`config.mk`:
```
export PLATFORM = sky130hd
export DESIGN_NAME = dkong_dma_mc
export DESIGN_NICKNAME = d
export VERILOG_FILES = /design/src/rtl/dkong_dma_pkg.sv /design/src/rtl/dkong_dma_arb.sv /design/src/rtl/dkong_dma_mc.sv
export SDC_FILE = /design/constraint.sdc
export NUM_CORES = 1
export LEC_CHECK = 0
export BUFFER_PORTS_ARGS = -buffer_cell sky130_fd_sc_hd__buf_2
export CORE_ASPECT_RATIO = 1.25
export CORE_UTILIZATION = 53
export DETAILED_ROUTE_END_ITERATION = 12
export PLACE_DENSITY = 0.86
export SETUP_SLACK_MARGIN = 0.1
export SLEW_MARGIN = 25
export SYNTH_ARGS = -nofsm -noshare
export SYNTH_HDL_FRONTEND = slang
export SYNTH_SLANG_ARGS = --single-unit
```
`constraint.sdc`:
```
create_clock -name I_CLK -period 2.5 [get_ports I_CLK]
set_input_delay 0.125 -clock I_CLK [delete_from_list [all_inputs] [get_ports I_CLK]]
set_output_delay 0.125 -clock I_CLK [all_outputs]
set_load 0.01 [all_outputs]
```
`src/rtl/dkong_dma_pkg.sv`:
```
// Shared types and helpers for the multi-channel sprite DMA: FSM state encoding,
// transfer mode constants and per-channel field extraction from packed buses.
package dkong_dma_pkg;

    typedef enum logic [2:0] {
        ST_IDLE,
        ST_REQ,
        ST_READ,
        ST_WRITE,
        ST_RELEASE
    } dma_state_e;

    localparam logic MODE_BURST = 1'b0;
    localparam logic MODE_STEAL = 1'b1;

    localparam int FIELD_BUS_W = 128;

    // Field idx of width w (w < 32) from a bus of back-to-back per-channel fields.
    function automatic logic [31:0] ch_field(input logic [FIELD_BUS_W-1:0] bus,
                                             input int unsigned idx,
                                             input int unsigned w);
        return 32'(bus >> (idx * w)) & ((32'd1 << w) - 32'd1);
    endfunction

endpackage

```
`src/rtl/dkong_dma_arb.sv`:
```
// Trigger rising-edge capture into per-channel pending bits and a fixed-priority
// (lowest index wins) grant. Runs every clock, independent of the step enable.
module dkong_dma_arb #(
    parameter int NUM_CH = 2,
    parameter int IW     = 1
) (
    input  logic              clk_i,
    input  logic              rst_i,
    input  logic [NUM_CH-1:0] trig_i,
    input  logic              clr_i,
    input  logic [IW-1:0]     clr_idx_i,
    output logic [NUM_CH-1:0] pend_o,
    output logic              grant_vld_o,
    output logic [IW-1:0]     grant_idx_o
);

    logic [NUM_CH-1:0] trig_q;
    logic [NUM_CH-1:0] pend_q;
    logic [NUM_CH-1:0] pend_d;
    logic [NUM_CH-1:0] clr_mask;

    // A new edge wins over the clear so a re-trigger on the start clock is kept.
    always_comb begin
        clr_mask = '0;
        if (clr_i) begin
            clr_mask[clr_idx_i] = 1'b1;
        end
        pend_d = (pend_q & ~clr_mask) | (trig_i & ~trig_q);
    end

    always_comb begin
        grant_vld_o = 1'b0;
        grant_idx_o = '0;
        for (int i = NUM_CH - 1; i >= 0; i--) begin
            if (pend_q[i]) begin
                grant_vld_o = 1'b1;
                grant_idx_o = IW'(i);
            end
        end
    end

    always_ff @(posedge clk_i) begin
        if (rst_i) begin
            trig_q <= '0;
            pend_q <= '0;
        end else begin
            trig_q <= trig_i;
            pend_q <= pend_d;
        end
    end

    assign pend_o = pend_q;

endmodule

```
`src/rtl/dkong_dma_mc.sv`:
```
// Multi-channel block copy from a synchronous source RAM port to a destination
// RAM port, gated by the Z80 BUSRQ/BUSAK handshake; burst or cycle-steal.
module dkong_dma_mc #(
    parameter int NUM_CH = 2,
    parameter int AW     = 10,
    parameter int DW     = 8,
    parameter int LEN_W  = 10
) (
    input  logic                    I_CLK,
    input  logic                    I_RST,
    input  logic                    I_CLK_EN,
    input  logic [NUM_CH-1:0]       I_TRIG,
    input  logic [NUM_CH*AW-1:0]    I_CH_SRC,
    input  logic [NUM_CH*AW-1:0]    I_CH_DST,
    input  logic [NUM_CH*LEN_W-1:0] I_CH_LEN,
    input  logic                    I_MODE,
    input  logic                    I_HLDA,
    output logic                    O_HRQ,
    output logic [AW-1:0]           O_DMA_AS,
    output logic                    O_DMA_CES,
    input  logic [DW-1:0]           I_DMA_DS,
    output logic [AW-1:0]           O_DMA_AD,
    output logic [DW-1:0]           O_DMA_DD,
    output logic                    O_DMA_CED,
    output logic [NUM_CH-1:0]       O_BUSY,
    output logic [NUM_CH-1:0]       O_DONE
);
    import dkong_dma_pkg::*;

    localparam int IW = (NUM_CH > 1) ? $clog2(NUM_CH) : 1;

    dma_state_e        state_q;
    logic [IW-1:0]     act_q;
    logic [AW-1:0]     src_q;
    logic [AW-1:0]     dst_q;
    logic [LEN_W-1:0]  cnt_q;
    logic [DW-1:0]     data_q;
    logic              cap_q;
    logic              hrq_q;
    logic [AW-1:0]     as_q;
    logic              ces_q;
    logic [AW-1:0]     ad_q;
    logic [DW-1:0]     dd_q;
    logic              ced_q;
    logic [NUM_CH-1:0] done_q;

    logic [NUM_CH-1:0] pend;
    logic              grant_vld;
    logic [IW-1:0]     grant_idx;
    logic              start_clr;
    logic [AW-1:0]     sel_src;
    logic [AW-1:0]     sel_dst;
    logic [LEN_W-1:0]  sel_len;

    assign start_clr = I_CLK_EN && (state_q == ST_IDLE) && grant_vld;

    dkong_dma_arb #(
        .NUM_CH (NUM_CH),
        .IW     (IW)
    ) u_arb (
        .clk_i       (I_CLK),
        .rst_i       (I_RST),
        .trig_i      (I_TRIG),
        .clr_i       (start_clr),
        .clr_idx_i   (grant_idx),
        .pend_o      (pend),
        .grant_vld_o (grant_vld),
        .grant_idx_o (grant_idx)
    );

    assign sel_src = AW'(ch_field(FIELD_BUS_W'(I_CH_SRC), 32'(grant_idx), AW));
    assign sel_dst = AW'(ch_field(FIELD_BUS_W'(I_CH_DST), 32'(grant_idx), AW));
    assign sel_len = LEN_W'(ch_field(FIELD_BUS_W'(I_CH_LEN), 32'(grant_idx), LEN_W));

    // Strobes are single-clock; source data lands two clocks after the read
    // strobe is registered, well inside one enable period.
    always_ff @(posedge I_CLK) begin
        if (I_RST) begin
            state_q <= ST_IDLE;
            act_q   <= '0;
            src_q   <= '0;
            dst_q   <= '0;
            cnt_q   <= '0;
            data_q  <= '0;
            cap_q   <= 1'b0;
            hrq_q   <= 1'b0;
            as_q    <= '0;
            ces_q   <= 1'b0;
            ad_q    <= '0;
            dd_q    <= '0;
            ced_q   <= 1'b0;
            done_q  <= '0;
        end else begin
            ces_q  <= 1'b0;
            ced_q  <= 1'b0;
            done_q <= '0;
            cap_q  <= ces_q;
            if (cap_q) begin
                data_q <= I_DMA_DS;
            end
            if (I_CLK_EN) begin
                case (state_q)
                    ST_IDLE: begin
                        if (grant_vld) begin
                            act_q <= grant_idx;
                            src_q <= sel_src;
                            dst_q <= sel_dst;
                            cnt_q <= sel_len;
                            if (sel_len == '0) begin
                                done_q[grant_idx] <= 1'b1;
                            end else begin
                                state_q <= ST_REQ;
                                hrq_q   <= 1'b1;
                            end
                        end
                    end
                    ST_REQ: begin
                        if (I_HLDA) begin
                            state_q <= ST_READ;
                            as_q    <= src_q;
                            ces_q   <= 1'b1;
                        end
                    end
                    ST_READ: begin
                        if (I_HLDA) begin
                            state_q <= ST_WRITE;
                            ad_q    <= dst_q;
                            dd_q    <= data_q;
                            ced_q   <= 1'b1;
                            src_q   <= src_q + 1'b1;
                            dst_q   <= dst_q + 1'b1;
                            cnt_q   <= cnt_q - 1'b1;
                        end
                    end
                    ST_WRITE: begin
                        if (cnt_q == '0) begin
                            state_q        <= ST_IDLE;
                            hrq_q          <= 1'b0;
                            done_q[act_q]  <= 1'b1;
                        end else if (I_MODE == MODE_STEAL) begin
                            state_q <= ST_RELEASE;
                            hrq_q   <= 1'b0;
                        end else if (I_HLDA) begin
                            state_q <= ST_READ;
                            as_q    <= src_q;
                            ces_q   <= 1'b1;
                        end
                    end
                    ST_RELEASE: begin
                        state_q <= ST_REQ;
                        hrq_q   <= 1'b1;
                    end
                    default: begin
                        state_q <= ST_IDLE;
                        hrq_q   <= 1'b0;
                    end
                endcase
            end
        end
    end

    always_comb begin
        O_BUSY = pend;
        if (state_q != ST_IDLE) begin
            O_BUSY[act_q] = 1'b1;
        end
    end

    assign O_HRQ     = hrq_q;
    assign O_DMA_AS  = as_q;
    assign O_DMA_CES = ces_q;
    assign O_DMA_AD  = ad_q;
    assign O_DMA_DD  = dd_q;
    assign O_DMA_CED = ced_q;
    assign O_DONE    = done_q;

endmodule

```
**Word-level counts from Yosys, hierarchy flattened**

Cells that the tools add are included.

- Register bits after elaboration: 80
- Latch bits: 0
- Memory bits (writable): 0
- ROM bits: 0
- Bits of input ports: 75
- Output and inout port bits: 35
- Word-level logic and storage cells: 107
- Memories: 0

- Add/sub/neg operators: 3
- $mul: 1
- Divide/modulo/power cells: 0
- Magnitude comparators: 4
- Eq/ne operators: 10
- Shifts and indexed selects: 3
- Muxes and demuxes: 42
- Bitwise logic cells: 9
- Reductions and logical operators: 19

Operators by type and width:

| cell | number |
|---|---|
| two-way mux 10 bit | 9 |
| case mux 10 bit (2 select lines) | 4 |
| right shift 20 x 5 -> 10 bit | 3 |
| adder 10 x 1 -> 10 bit, second input constant | 2 |
| logical NOT 10 bit | 2 |
| two-way mux 3 bit | 6 |
| case mux 3 bit (5 select lines) | 1 |
| two-way mux 1 bit | 12 |
| AND reduction 4 bit | 3 |
| two-way mux 2 bit | 5 |
| inequality test 2 bit, second input constant | 5 |
| subtractor 10 x 1 -> 10 bit, second input constant | 1 |
| == test 3 x 2 -> 1 bit, second input constant | 2 |
| AND reduction 3 bit | 2 |
| AND reduction 5 bit | 1 |
| AND 2 bit | 2 |
| logical AND 1 bit | 4 |
| less-than comparator 1 x 2 -> 1 bit, second input constant | 2 |
| multiplier 1 x 3 -> 4 bit, second input constant | 1 |
| NOT 2 bit | 2 |
| OR 2 bit | 2 |
| case mux 1 bit (4 select lines) | 1 |
| case mux 2 bit (2 select lines) | 1 |
| nonzero test 2 bit | 2 |
| other kinds (11) | 16 |

**Logic depth before layout (Yosys ltp)**

- Depth in word-level cells: 10
- Depth in mapped cells: 8

**Hierarchy**

Synthesis repeated with hierarchy kept, for this count alone.

- Cells, all modules: 508
- Area, all modules: 4078.9 um^2

Modules (own cells, without submodules):

| module | instances | cells an instance | area an instance (um^2) | sequential area each (um^2) |
|---|---|---|---|---|
| dkong_dma_mc | 1 | 493 | 3925.0 | 1521.5 |
| dkong_dma_arb | 1 | 15 | 153.9 | 80.1 |

**Least setup slack after synthesis**

Ideal clock, no wire load.

- Path type: reg-to-reg
- Start: register cnt_q[0]
- End: register as_q[0] (netlist: O_DMA_AS[0])
- Setup time: 0.128 ns
- Arrival time: 1.788 ns
- Setup slack: 0.584 ns
- Stages on the path, launching flop included: 8
- Path buffers: 0
- Cells stage by stage: dfxtp_1 -> inv_1 -> ha_1 -> or4b_1 -> o41ai_4 -> nor2_4 -> mux2i_1 -> nor2_1

- Cells in the longest elaborated chain, start to end: 3

RTL lines:

| what | line | RTL |
|---|---|---|
| from (decl) | dkong_dma_mc.sv:36 | `logic [LEN_W-1:0] cnt_q;` |
| from (signal assigned) | dkong_dma_mc.sv:108 | `cnt_q <= sel_len;` |
| from (signal assigned) | dkong_dma_mc.sv:132 | `cnt_q <= cnt_q - 1'b1;` |
| logical NOT 10 bit | dkong_dma_mc.sv:136 | `if (cnt_q == '0) begin` |
| inequality test 2 bit (no source line) | n/a |  |
| AND reduction 4 bit (no source line) | n/a |  |
| to (signal assigned) | dkong_dma_mc.sv:120 | `as_q <= src_q;` |
| to (signal assigned) | dkong_dma_mc.sv:145 | `as_q <= src_q;` |
| to (decl) | dkong_dma_mc.sv:40 | `logic [AW-1:0] as_q;` |

No other way between the ends.
A chain may end at the register's enable or synchronous reset.

**Worst setup path after layout**

- Start: register cnt_q[0]
- End: register as_q[7] (netlist: O_DMA_AS[7])

Same word-level chain as after synthesis.

==> metrics.md <==
| Metric | Value |
|---|---|
| Die footprint | between 7000 and 8000 um2 |
| DRC errors left | 0 |
| WL/cell | approximately 14 um |
| Clock transition at path regs | around 0.090 ns |
| GPL Wtd Cong | roughly 0.9 |
| DRT antenna net count | 0 |
| Critical path's slowest cell | or4b_1 |
| R2R setup slack | around 0.35 ns |
| Synth unique cells | 55 |
| Synth Cell Area | ~4000 um2 |
| Yosys top cell area share | 0.395 |
| Max stage delay on crit path | approximately 0.57 ns |
| Leakage Power | about 2.1 nW |
| Commonest register cell after synthesis | dfxtp_1 |
| Yosys top cell by area | dfxtp_1 |
| Core Rows | 35 |
| Slew Limit Fails | 0 |
| Warnings from Yosys | 0 |
| Final core utilization | 0.671 |
| Final nets | 715 |
| Hpwl dp | about 7.6 mm |
| Commonest non-fill, non-tap cell in the layout | nand2_1 |
| Core area | 7400 um2 |
| Slew HR | 0.649 |
| Initial antenna violation count | 0 |
| Mapped Nets | 615 |
| Placed cell area | between 4000 and 5000 um2 |
| Die Wd | 80.2 um |
| Peak supply drop | around 0.34 mV |
| Async S/R FF share, synth | 0 |
| Pre-antenna DRT Iters | 5 |
| I/O pin cnt | between 100 and 150 |
| Area contributors post-synth | dfxtp_1 40%, nand2_1 10%, a21oi_1 7.9%, mux2i_1 6.2%, nor2_1 4.4% |
| Mean Syn Cell Area | roughly 7.5 um2 |
| Initial core utilization | 0.547 |
| Reg2Reg Depth | 7 |
| Syn-to-layout area delta | 22.7% |
| Setup violators final | 0 |
| Clock net sink count | 80 |
| Via/cell ratio | approximately 5.7 |
| Crit path max-delay family | simple AND/OR/NAND/NOR gates |
| Crit share post-route | 0.859 |
| CP cell instances | inv_1 -> ha_1 -> or4b_1 -> o41ai_4 -> nor2_4 -> mux2i_1 -> nor2_1 |
| Crit Path Class | reg2reg |
| CP endpoint kind | register |
| Min-delay src | I_DMA_DS[1] |
| Vias in the first global route | between 3,000 and 4,000 |
| Layout Skew | 0.0136 ns |
| GRT Overall Usage | 0.272 |
| Min-Delay Path Class | in2reg |
| Via count | around 4,200 |
| Yosys reg bits | 80 |
| Antenna diodes | 0 |
| Clock Latency Late Sink | approximately 0.36 ns |
| Grt total ovfl | 0 |
| Final number of hold-violating endpoints | 0 |
| Port Buffers | around 110 |
| EDFF count, synth | 0 |
| Sink of the worst hold path | data_q[1] |
| Highest-count cells in the layout ignoring fill and taps | 110 x nand2_1, 109 x buf_2, 79 x dfxtp_1 |
| Min Tclk post-route | roughly 2.1 ns |
| Die Span Y | 99.7 um |
| Seq/Total Area, Yosys | 0.395 |
| Fmax | between 400 and 500 MHz |
| Clk buf depth | 2 |
| Finished Cell Area | 4970 um2 |
| WP data arrival | around 2.4 ns |
| Root Buffer | clkbuf_8 |
| Worst Path Required | between 2 and 3 ns |
| DRT iter0 DRCs | ~270 |
| Setup Buffers After CTS | 0 |
| Hold depth | 3 |
| RSZ-0062 raised after global routing | false |
| Largest net degree at the start of global routing | 35 |
| First-pass GRT wire length | 17.1 mm |
| Worst Tran Pin Value | between 0.5 and 0.6 ns |
| Maxcap violations | 0 |
| Worst r2r src | cnt_q[0] |
| TritonCTS buffer count | 9 |
| Crit start category | register |
| Buffers and inverters on the worst path | 1 |
| Status | finished clean |
| H-tree levels | 3 |
| CTS tree | built |
| Power density over the cells | 684 nW/um2 |
| Synthesized instance count | 537 |
| WL final | 10.5 mm |
| Crit-path max FO | 10 |
| Share of layout cells above drive strength 1 | 0.238 |
| TNS Setup | 0 ns |
| Worst R2R End | O_DMA_AS[7] |
==> per-stage QoR <==
stage | hold WS [ns] | instances | power, mW | setup WS (ns)
after floorplan | 0.253 | 537 | 2.06 | 0.584
after global placement | 0.350 | 714 | 2.30 | 0.435
after detailed placement | 0.354 | 714 | 2.32 | 0.314
after CTS | 0.00877 | 734 | 3.40 | 0.297
after global routing | 0.0238 | 734 | 3.57 | 0.193
final | 0.0108 | 734 | 3.40 | 0.353
==> report_power, final <==
group | total (mW) | switching (mW) | leakage [nW] | internal (mW)
clock | 1.08 | 0.510 | 0.112 | 0.574
sequential | 1.50 | 0.131 | 0.650 | 1.37
combinational | 0.817 | 0.473 | 1.33 | 0.345
==> kinds of logic after synthesis <==
family	Yosys count	share of synthesized area
AOI/OAI and AO/OA	131	0.196
xor gates and xnor gates	1	0.00216
adders and majority gates	3	0.00927
buffers and inverters	46	0.0457
DFF	80	0.395
muxes	25	0.0618
and+or+nand+nor	251	0.289
==> state kept, by name, indices dropped and copies added (netlist names), 2 cells and up <==
signal / cells
O_DMA_AD: 10
O_DMA_AS: 10
O_DMA_DD: 8
O_DONE: 2
cnt_q: 10
data_q: 8
dst_q: 10
src_q: 10
state_q: 3
u_arb.pend_o: 2
u_arb.trig_q: 2
==> tightest hold or removal path, delay by kind of cell <==
family,cells,cell delay (ns)
buf+inv,1,0.08
simple gates,1,0.07
mux,1,0.06
==> cell usage after synthesis (2+ instances only) <==
cell	instances
o21bai_1	2
o31ai_1	2
clkbuf_1	28
nand3_1	27
mux2i_1	25
or4b_1	2
ha_1	3
o21ai_0	31
a21o_1	3
o211ai_1	5
nor3b_1	5
nor4b_1	2
a32oi_1	2
nor2b_1	7
inv_1	6
and4_1	4
a21oi_1	64
nor2_1	48
and3_1	5
nand2b_1	4
dfxtp_1	80
a31oi_1	3
a211oi_1	2
buf_2	9
nor3_1	16
nor4_1	9
o221a_2	3
nand2_1	110
nand4_1	4
==> worst max path at each step <==
stage | from | cells past startpoint | endpoint
after floorplan | cnt_q[0] | 7 | O_DMA_AS[0]
after global placement | state_q[1] | 5 | state_q[2]
after detailed placement | state_q[1] | 5 | state_q[1]
after CTS | state_q[1] | 5 | state_q[1]
after global routing | cnt_q[0] | 7 | O_DMA_AS[2]
final | cnt_q[0] | 7 | O_DMA_AS[7]
==> routing by layer <==
metal / track usage / routed length, um / up-vias
met1: 0.320 / 4460 / 1933
met5: 0 / 0 / -
met4: 0.124 / 225 / 0
li1: - / - / 2099
met2: 0.486 / 5310 / 149
met3: 0.0339 / 513 / 22
==> area by class of cell <==
class,count,area (um2)
fillers,618,2430
multi-input cells,411,2290
flip-flops and latches,80,1600
repair buffers,128,711
clock buffers,9,124
well taps,92,115
clock inverters,7,101
inverters,7,26.3
==> timing repair <==
item,in CTS,in global routing
endpoints found under the hold margin,4,0
gates resized for setup,0,2
hold buffers,4,0
endpoints found under the setup margin,0,1
(Power assumes the default switching activity.)
